--- src/rtl/fetch.sv ---
// -----------------------------------------------------------------------------
// fetch -- instruction fetch unit with a 2-entry prefetch buffer.
//
// Issues one instruction-memory request at a time, queues the returned
// {instr, imm, pred} words in a 2-entry FIFO and hands them to decode as a
// registered one-cycle submit pulse. A flush redirects the PC, empties the
// FIFO and discards the data of any request still in flight.
//
// Configuration:
//   FETCH_BRANCH_PRED_EN  defined: predict JMP (opcode 0x0E, cond 0) and JAL
//                         (opcode 0x0F) as taken, redirecting to the immediate.
//                         undefined: never predict; the PC always increments.
//
// Ports:
//   i_clk, i_rst          clock; synchronous active-high reset
//   o_mem_req/o_mem_addr  word-address request, held until i_mem_ack
//   i_mem_ack/i_mem_data  one-cycle acknowledge with {imm, instr}
//   o_instr/o_imm         instruction and immediate presented to decode
//   o_jmp_pred            instruction was predicted taken
//   o_submit              one-cycle valid pulse for the three outputs above
//   i_next_ready          decode can accept a submit
//   i_flush/i_flush_pc    pipeline flush and redirect target
// -----------------------------------------------------------------------------
module fetch (
    input  logic        i_clk,
    input  logic        i_rst,
    output logic        o_mem_req,
    output logic [15:0] o_mem_addr,
    input  logic        i_mem_ack,
    input  logic [31:0] i_mem_data,
    output logic [15:0] o_instr,
    output logic [15:0] o_imm,
    output logic        o_jmp_pred,
    output logic        o_submit,
    input  logic        i_next_ready,
    input  logic        i_flush,
    input  logic [15:0] i_flush_pc
);

    typedef enum logic [1:0] {
        ST_IDLE,
        ST_REQ,
        ST_DISCARD
    } state_t;

    typedef struct packed {
        logic [15:0] instr;
        logic [15:0] imm;
        logic        pred;
    } entry_t;

    state_t      state;
    logic [15:0] fpc;
    entry_t      fifo_q [2];   // [0] is the head
    logic [1:0]  count_q;

    logic        pred;
    entry_t      new_entry;
    logic        push;
    logic        pop;

    // NOTE: every signal driven from always_comb gets a default first so no
    // path leaves it unassigned, which would otherwise infer a latch.
    always_comb begin
        pred = 1'b0;
`ifdef FETCH_BRANCH_PRED_EN
        if ((i_mem_data[6:0] == 7'h0E && i_mem_data[10:7] == 4'h0) ||
            (i_mem_data[6:0] == 7'h0F)) begin
            pred = 1'b1;
        end
`endif
    end

    always_comb begin
        new_entry.instr = i_mem_data[15:0];
        new_entry.imm   = i_mem_data[31:16];
        new_entry.pred  = pred;
    end

    // Only an ack to a live request fills the FIFO; a flush kills both the
    // push and the pop on its edge. A request is only issued with count < 2
    // and the count cannot rise while it is outstanding, so push never
    // meets a full FIFO.
    assign push = (state == ST_REQ) && i_mem_ack && !i_flush;
    assign pop  = (count_q != 2'd0) && i_next_ready && !i_flush;

    // NOTE: the FIFO payload has no reset; count_q alone defines which
    // entries are valid, so clearing the storage would buy nothing.
    always_ff @(posedge i_clk) begin
        if (push && pop) begin
            if (count_q == 2'd2) begin
                fifo_q[0] <= fifo_q[1];
                fifo_q[1] <= new_entry;
            end else begin
                fifo_q[0] <= new_entry;
            end
        end else if (pop) begin
            fifo_q[0] <= fifo_q[1];
        end else if (push) begin
            if (count_q == 2'd0) begin
                fifo_q[0] <= new_entry;
            end else begin
                fifo_q[1] <= new_entry;
            end
        end
    end

    // NOTE: all state below uses non-blocking assignments so every register
    // samples the pre-edge values, independent of statement order.
    always_ff @(posedge i_clk) begin
        if (i_rst) begin
            state      <= ST_IDLE;
            fpc        <= 16'h0000;
            count_q    <= 2'd0;
            o_mem_req  <= 1'b0;
            o_mem_addr <= 16'h0000;
            o_instr    <= 16'h0000;
            o_imm      <= 16'h0000;
            o_jmp_pred <= 1'b0;
            o_submit   <= 1'b0;
        end else begin
            // FIFO occupancy
            if (i_flush) begin
                count_q <= 2'd0;
            end else if (push && !pop) begin
                count_q <= count_q + 2'd1;
            end else if (pop && !push) begin
                count_q <= count_q - 2'd1;
            end

            // Submit to decode
            if (pop) begin
                o_instr    <= fifo_q[0].instr;
                o_imm      <= fifo_q[0].imm;
                o_jmp_pred <= fifo_q[0].pred;
                o_submit   <= 1'b1;
            end else begin
                o_submit   <= 1'b0;
            end

            // PC: a flush redirect beats the sequential/predicted update
            if (i_flush) begin
                fpc <= i_flush_pc;
            end else if (push) begin
                fpc <= pred ? i_mem_data[31:16] : fpc + 16'h0001;
            end

            // Request state machine. The address is latched on entry to REQ
            // so it stays stable through DISCARD even though fpc may move.
            case (state)
                ST_IDLE: begin
                    if (!i_flush && count_q < 2'd2) begin
                        state      <= ST_REQ;
                        o_mem_req  <= 1'b1;
                        o_mem_addr <= fpc;
                    end
                end
                ST_REQ: begin
                    if (i_mem_ack) begin
                        state     <= ST_IDLE;
                        o_mem_req <= 1'b0;
                    end else if (i_flush) begin
                        state     <= ST_DISCARD;
                    end
                end
                ST_DISCARD: begin
                    if (i_mem_ack) begin
                        state     <= ST_IDLE;
                        o_mem_req <= 1'b0;
                    end
                end
                default: begin
                    state     <= ST_IDLE;
                    o_mem_req <= 1'b0;
                end
            endcase
        end
    end

endmodule

--- config.mk ---
export PLATFORM = sky130hd
export DESIGN_NAME = fetch
export DESIGN_NICKNAME = d
export VERILOG_FILES = /design/src/rtl/fetch.sv
export SDC_FILE = /design/constraint.sdc
export NUM_CORES = 1
export LEC_CHECK = 0
export CAP_MARGIN = 10
export CORE_MARGIN = 5
export CORE_UTILIZATION = 58
export CTS_BUF_LIST = sky130_fd_sc_hd__clkbuf_2
export CTS_CLUSTER_DIAMETER = 50
export DETAILED_ROUTE_END_ITERATION = 16
export GPL_TIMING_DRIVEN = 0
export PLACE_DENSITY = 0.95
export REMOVE_ABC_BUFFERS = 1
export SLEW_MARGIN = 30
export SYNTH_ARGS = -nofsm -noshare
export SYNTH_HDL_FRONTEND = slang
export SYNTH_SLANG_ARGS = --single-unit
export TNS_END_PERCENT = 100
--- constraint.sdc ---
create_clock -name i_clk -period 7.9 [get_ports i_clk]
set_clock_uncertainty 0.15 [all_clocks]
set_input_delay 1.58 -clock i_clk [delete_from_list [all_inputs] [get_ports i_clk]]
set_output_delay 1.58 -clock i_clk [all_outputs]
set_load 0.005 [all_outputs]
# Word level (Yosys, flattened, before mapping)
# Memory sizes are Yosys's and may differ from the RTL's. A register that Yosys moved wholly into a read port is not among the register bits.
# Cells that the tools add are included.
# op_classes
bitwise	4
magnitude_cmp	1
add_sub_neg	3
mux	35
eq_ne	7
reduce_logical	21
# op_table
cell	n
33-bit two-way mux	4
16-bit two-way mux	2
1-bit two-way mux	21
16-bit by 1-bit adder with 16-bit output, second input constant	1
2-bit two-way mux	6
1-bit logical AND	8
2-bit one-hot mux with 3 select lines	1
2-bit nonzero test	3
2-bit equality test, second input constant	2
2-bit zero test	2
2-bit inequality test, second input constant	2
1-bit bitwise OR	4
2-bit AND reduction	2
2-bit OR reduction	2
1-bit zero test	3
3-bit inequality test, second input constant	1
3-bit AND reduction	1
2-bit by 1-bit adder with 2-bit output, second input constant	1
2-bit by 1-bit equality test with 1-bit output, second input constant	1
2-bit less-than comparator, second input constant	1
2-bit by 1-bit inequality test with 1-bit output, second input constant	1
1-bit one-hot mux with 2 select lines	1
2-bit by 1-bit subtractor with 2-bit output, second input constant	1
# totals
input_bits	53
n_memories	1
ff_bits	38
out_inout_bits	51
ram_bits	66
# memory_table
memory	words	word_bits	read_ports	rd_ports_with_merged_regs	write_ports	line	source
fifo_q	2	33	2	1	2	54	entry_t fifo_q [2];

# Logic depth before layout (Yosys ltp)
# Gate-level depths: netlist (run 1).
# depth
depth_word	9
ltp_mapped	12
depth_no_buf	9

# Worst setup path after synthesis (run 1)
# Ideal clock, no wire load.
# synth_timing
path_kind	input -> register
from	input port i_flush
to	memory fifo_q[1][10] (netlist bit), enable pin
cell_stages	8
setup_slack_ps	1968
arrival_ps	5312
t_required_ps	7280
n_path_buf	3
path_cell_list	buf_2 -> inv_1 -> buf_2 -> nand3_1 -> clkinv_1 -> buf_2 -> ha_1 -> a211oi_1
# synth_lines
item	line	source
start: declaration	36	input logic i_flush,
end: declaration	54	

==> impl_summary.md, run 1 <==
Clocking
The number of setup buffers added after CTS is 0. The clock root buffer is sky130_fd_sc_hd__clkbuf_2. The post-CTS resize count is 0. The deepest clock path buffer count is 2. The TritonCTS sink count is 134. Clock-pin slew was measured on the worst setup and hold paths at 0.20 ns. The hold buffer count at cts is 0. The H-tree was split into 4 levels. The later-pin clock latency in the skew report is 0.66 ns. TritonCTS built the clock tree. TritonCTS created 17 clock buffers.

Drt
Detailed routing inserted a total of 3838 vias. The detailed-route vias per instance is 5.52. For this run, design rule violations remaining after detail routing come to 0. The mean routed wirelength per cell is 17.1 um. For this run, the detailed router's first-pass iteration total came to 5. The DRC marker count from the first detailed-route iteration is 155. The count of nets left with antenna violations once routing finished came out at 0. The total length of routed wires is 11900 um.

Cells and area
The area growth from synthesis to layout is 26.8%. The post-layout instance area is 6820 um^2. In the final design database the tool counted 631 nets.

The antenna cell count is 0. The fraction of final layout cells with drive strength greater than 1 is 0.135. The most common cell after layout, fill and taps aside is sky130_fd_sc_hd__nand2_1. Leaving out fill and tap cells, the most frequent cells in the layout are sky130_fd_sc_hd__nand2_1 (104), sky130_fd_sc_hd__clkdlybuf4s50_1 (101), sky130_fd_sc_hd__dfxtp_1 (70).

Global route
Across every metal layer, demand over resource in global routing totals 0.216. The first-pass GRT wire length is 19100 um. The number of antenna violations at the first check in global routing is 0. The aggregate global routing overflow is 0.

The largest net degree at the start of global routing is 69. The number of global-route vias before repair came to 3916.

Synth
The flip-flop and latch count after synthesis is 134. The share of the synthesized area in the top cell type is 0.357. The sequential area share after synthesis is 0.618. The cell taking the most area after synthesis is sky130_fd_sc_hd__edfxtp_1. The post-synthesis instance area is 5380 um^2. Yosys attributes the largest share of cell area to sky130_fd_sc_hd__edfxtp_1 (36%), sky130_fd_sc_hd__dfxtp_1 (26%), sky130_fd_sc_hd__mux2_4 (8.4%). The Yosys warning count is 0. The netlist uses 44 different library cells.

The average instance in the mapped netlist occupies 11.5 um^2. Synthesis produced 468 cells.

Setup path
STA classifies the critical path endpoint as a register. For the worst setup path, the data arrival time is 6.47 ns. The maximum fanout count along the critical path is 36. Data on the critical path is required at its endpoint by 8.17 ns. The category of the critical setup timing path is in2reg. The depth of the worst register-to-register path is 10. The critical path launch point type is an input pin.

STA
The routed design could run at a clock period as short as 6.20 ns. The number of hold-slack violations in the final timing report is 0. For the pin with the worst max-slew slack, the measured transition is 0.889 ns.

The max-slew violation count was 0. Dividing the final minimum period by the clock period gives 0.785. Setup repair after global routing left no endpoint under its margin. The worst setup margin is 1.70 ns.

The setup-violating endpoint count in the final report is 0. The highest achievable clock rate is 161 MHz. The worst slew margin relative to its limit is 0.407.

Worst hold path
The hold path depth is 2. The worst min-delay path category is reg2reg.

Die
The floorplan step defined a die boundary enclosing 11300 um^2. From left edge to right edge, the die measures 106 um. The region available for standard cell placement spans 9150 um^2. For this configuration, the core starts out at a cell density of 0.588.

The floorplan step set the die height to 106 um. In this run the count of I/O pins placed on the die edge is 104. The number of placement rows is 35.

Place
The weighted congestion reported at the end of routability-driven placement is 0.801. Timing analysis after detailed placement gives a worst setup slack of 1.03 ns. The placed instances occupy a cell area of 6550 um^2. After legalization and detailed placement, the total HPWL measured 8250 um. In this run the tool buffered the top-level ports with 102 buffer cells.

Outcome
The run finished with clean final reports.

Pwr
The total power per unit cell area is 196 nW/um^2. The overall power consumption is 1340 uW. VDD sags by at most 0.000156 V.

Summed over all cells, the static leakage comes to 0.00242 uW.

Run
Across the run, the number of max-cap violations was 0.
[kinds of logic (layout without fill, tap and decap cells)]
family	Yosys count	count (layout)	synth area share
xor gates and xnor gates	14	14	0.0228
buffers and inverters	39	155	0.0337
AOI/OAI and AO/OA	80	80	0.0893
other	1	1	0.000697
and+or+nand+nor	160	160	0.129
adders and majority gates	7	7	0.0163
muxes	33	33	0.0898
DFF	134	134	0.618
[worst max-delay path, cell delays in order]
cell and delay [ns]:
sky130_fd_sc_hd__clkdlybuf4s50_1 0.64, sky130_fd_sc_hd__inv_1 0.77, sky130_fd_sc_hd__nand3_2 0.86, sky130_fd_sc_hd__clkinv_2 0.71, sky130_fd_sc_hd__ha_1 0.46, sky130_fd_sc_hd__a21oi_1 0.17
sky130_fd_sc_hd__a21oi_4 0.38, sky130_fd_sc_hd__buf_8 0.22, sky130_fd_sc_hd__buf_8 0.17, sky130_fd_sc_hd__buf_8 0.17, sky130_fd_sc_hd__mux2_4 0.31
[through the flow]
stage / utilization / setup TNS [ns] / hold slack (ns) / std cells
finish: 0.745 / 0 / 0.316 / 695
global route: 0.745 / 0 / 0.336 / 695
CTS: 0.745 / 0 / 0.320 / 695
detailed placement: 0.716 / 0 / 0.298 / 663
global placement: 0.700 / -108.49 / 0.291 / 655
floorplan: - / 0 / 0.276 / 442
[synthesized netlist by cell type (all sizes together)]
master     n
nand3      7
clkbuf    12
or2        1
nor4       5
nor2      19
or4b       1
a2111oi    1
or3        2
and3       1
o311a      1
clkinv     2
o32ai      1
o21a       1
a311oi     3
nor2b      2
a21oi     56
nand2    104
o21ai      5
a311o      1
a31oi      1
dfxtp     70
and2       1
nand3b     1
and4       1
conb       1
nor3       9
mux2i      1
o221a      1
nand4      4
xnor2     12
a211oi     9
mux2      32
inv       11
buf       14
xor2       2
nand2b     2
edfxtp    64
ha         7
[path summary, 6_finish.rpt]
check                  start            to  slack (ns)
setup / recovery     i_flush  fifo_q[0][6]        1.70
hold reg to reg    o_imm[12]     o_imm[12]        0.32
hold / removal     o_imm[12]     o_imm[12]        0.32
setup reg to reg  count_q[0]  fifo_q[0][6]        3.46
[state kept, by name, summed over array words and instances, names as in the netlist]
| name | cells |
|---|---|
| o_mem_req | 1 |
| count_q | 2 |
| state | 2 |
| o_submit | 1 |
| fpc | 16 |
| o_instr | 16 |
| o_mem_addr | 16 |
| o_imm | 16 |
| fifo_q | 64 |
[power by group]
group | internal, uW | switching (uW) | total, uW
sequential | 747 | 12.9 | 760
combinational | 71.7 | 60.5 | 132
clock | 181 | 262 | 443
[cell type report]
type	instances	area [um^2]
Clock buffer	18	90.1
Sequential cell	134	3320
Inverter	13	50.0
Tap cell	111	139
Fill cell	579	2330
Timing Repair Buffer	110	1140
Clock inverter	14	174
Multi-Input combinational cell	295	1900
[per-layer routing]
layer | vias up | wire, um | GRT usage
met4 | 0 | 159 | 0.0703
met2 | 151 | 5910 | 0.369
met3 | 17 | 796 | 0.0668
met1 | 1829 | 4990 | 0.261
li1 | 1841 | - | -
met5 | - | 0 | 0
(Power assumes the default switching activity.)
==> run 2: changes to the inputs <==
- CORE_UTILIZATION: 58 -> 54
- PLACE_DENSITY: 0.95 -> 0.9
- clock period: 7.9 -> 6.1 ns (I/O delays scaled with it)
==> run 2 against run 1 <==
Count of clock-buffer cells in the layout did not move; worst hold slack barely moved; cell area barely moved; critical endpoint is now fifo_q[0][12]; worst setup slack got worse by 1.4 ns; final cell count rose by 3.0%; largest cell class unchanged; sequential share of layout area barely moved.
==> impl_summary.md, run 2 (same netlist as run 1, synthesis figures left out) <==
Clocking
The cell sitting at the root of the clock tree is a sky130_fd_sc_hd__clkbuf_2. The post-CTS resize count is 0 (unchanged). The later-pin clock latency in the skew report is 0.66 ns (about the same). The clock transition time at the flip-flop clock pins of the worst setup and hold paths is 0.18 ns (-0.02 ns). The deepest clock path buffer count was 2 (unchanged). The hold buffer count at cts was 0 (unchanged). The TritonCTS sink count was 134 (unchanged).

The number of buffers added for setup after CTS was 0 (unchanged). The TritonCTS clock tree is done. The H-tree depth is 4 (unchanged). The clock buffer count from CTS is 17 (unchanged).

Cells and area
The fraction of the core area covered by cells at the end of the flow is 0.700 (-0.0444). In the layout the commonest cells are sky130_fd_sc_hd__nand2_1 (104), sky130_fd_sc_hd__clkdlybuf4s50_1 (101), sky130_fd_sc_hd__dfxtp_1 (70). The number of flip-flops under the largest register name is 64 (unchanged). The antenna cell count came to 0 (unchanged). The final layout net count came to 630 (-0.16%). fifo_q holds more flip-flops than any other register. The fraction of final layout cells with drive strength greater than 1 was 0.132 (-0.00320).

The post-layout instance area is 6820 um^2 (about the same). The area added between synthesis and finish was 26.7% (about the same). The number of cells in the finished layout apart from fillers was 716 (+3.0%). The library cell used most frequently in the layout, excluding fill and tap cells, is sky130_fd_sc_hd__nand2_1.

STA
The pin slew with the least headroom to its limit is 0.917 ns (+0.0286 ns). The worst slew margin relative to its limit is 0.388 (-0.0191). The number of hold-slack violations in the final timing report is 0 (unchanged). Setup repair after global routing left no endpoint under its margin. The setup-violating endpoint count in the final report is 0 (unchanged). The max-slew violation count came to 0 (unchanged). The shortest clock period the worst path allows after layout is 5.76 ns.

The highest achievable clock rate is 174 MHz. The worst setup margin is 0.340 ns (-1.36 ns). The fraction of the cycle the final worst path needs is 0.944.

Pwr
The sequential group share of total power came to 0.593 (+0.024). The overall power consumption is 1660 uW (+24%). The internal power is 1250 uW (+25%). The switching share of power came to 0.250 (-0.00172). The total power per unit cell area is 244 nW/um^2 (+24%). The share of total power in combinational logic is 0.104 (+0.005). The clock share of power is 0.304 (-0.028).

The net load switching power is 414 uW (+23%). The peak ir drop on the vdd network came to 0.000152 V (-2.6%). The total leakage power came to 0.00241 uW (-0.79%).

Drt
The number of vias after detailed routing is 3799 (-1.0%). The total length of routed wires came to 11700 um (-1.1%). The detailed-route vias per instance is 5.31 (-3.9%). The remaining antenna violation count after routing is 0 (unchanged). The mean routed wirelength per cell is 16.4 um (-4.0%). The DRC violations left was 0 (unchanged). The DRC marker count from the first detailed-route iteration is 169 (+9.0%). The number of iterations in the first detailed-routing pass is 7 (+2).

Global route
The number of global-route vias before repair was 3883 (-0.84%). The global router's overall resource usage is 0.203 (-0.0136). The number of antenna violations at the first check in global routing is 0 (unchanged). The aggregate global routing overflow is 0 (unchanged). The first-pass GRT wire length was 18500 um (-3.0%).

The largest net degree at the start of global routing was 69 (unchanged).

Die
The x dimension of the die is 110 um (+3.3%). The top-level port count is 104 (unchanged). The die outline height is 110 um (+3.3%). The number of placement rows came to 36 (+2.9%). The area of the die is 12100 um^2 (+6.7%). The effective utilization at floorplan is 0.553 (-0.0348). The area of the placeable core is 9730 um^2 (+6.3%).

Setup path
The slack of the worst reg-to-reg path was 1.69 ns (-1.77 ns). The critical path required time is 6.37 ns (-1.80 ns). The family with the most delay on the worst path is buffers and inverters. The maximum fanout count along the critical path is 36 (unchanged). The critical path goes through clkdlybuf4s50_1 > inv_1 > nand3_2 > clkinv_2 > ha_1 > a21oi_1 > a21oi_4 > buf_8 > mux2_4. The type of destination of the critical path is a register. The worst setup path is launched from an input pin. The critical path is of the in2reg type. The worst path buffer plus inverter count is 4 (-2). The maximum cell stage delay along the critical path came to 0.89 ns (+0.03 ns). On the critical path, the stage with the largest delay is an instance of sky130_fd_sc_hd__nand3_2. The critical path arrival was 6.03 ns (-0.44 ns).

Place
The worst slack at placement is -0.379 ns (-1.41 ns). The weighted congestion reported at the end of routability-driven placement is 0.855 (+6.7%). The placed wire-length estimate is 8180 um (-0.90%).

The number of placed instances with taps included is 684 (+3.2%). The number of buffer cells added on primary ports is 102 (unchanged). The cell area after placement came to 6590 um^2 (+0.57%).

Worst hold path
The worst min-delay path category is reg2reg.

Outcome
The flow ran to the end, and the final reports show no timing, DRC or antenna violations.

Run
The max capacitance violation total came to 0 (unchanged).
[run 2: cell types whose count changed in the layout (fill, tap and decap cells not counted), sizes merged]
cell,previous run,this run
clkinvlp,2,4
clkinv,7,8
buf,9,8
bufinv,3,2
inv,15,13
[run 2: power by group through the flow]
stage / clock network [uW] / registers [uW] / logic, uW
finish: 504 / 984 / 172
global route: 566 / 987 / 186
CTS: 515 / 984 / 173
detailed placement: 0 / 1000 / 172
global placement: 0 / 1000 / 156
floorplan: 0 / 1000 / 81.5
[run 2: routing by layer]
| layer | vias up | wire (um) | track usage |
|---|---|---|---|
| met2 | 130 | 6010 | 0.361 |
| li1 | 1844 | - | - |
| met3 | 10 | 798 | 0.0781 |
| met4 | 0 | 79 | 0.0463 |
| met1 | 1815 | 4830 | 0.228 |
| met5 | - | 0 | 0 |
[run 2: metrics by stage]
stage	hold WS [ns]	TNS, ns
floorplan	0.276	-18.86
global placement	0.291	-258.05
detailed placement	0.297	-10.86
CTS	0.318	0
global route	0.338	0
finish	0.316	0
[run 2: final cells by class]
class	count	area, um^2
clock buffer	18	90.1
clock inverter	14	134
fill	692	2910
inverter	13	50.0
multi-input combinational	295	1900
sequential	134	3320
tap	133	166
timing repair buffer	109	1150
[run 2: final timing paths]
path	from	endpoint	depth (start not counted)
worst min register to register	o_instr[0]	o_instr[0]	2
worst max register to register	count_q[0]	fifo_q[0][12]	8
worst max-delay path	i_flush	fifo_q[0][12]	9
worst min-delay path	o_instr[0]	o_instr[0]	2
[run 2: worst min-delay path, cell delays in order, from the launching register on]
cell	delay, ns
sky130_fd_sc_hd__dfxtp_1	0.35
sky130_fd_sc_hd__nand2_1	0.05
sky130_fd_sc_hd__a21oi_1	0.05
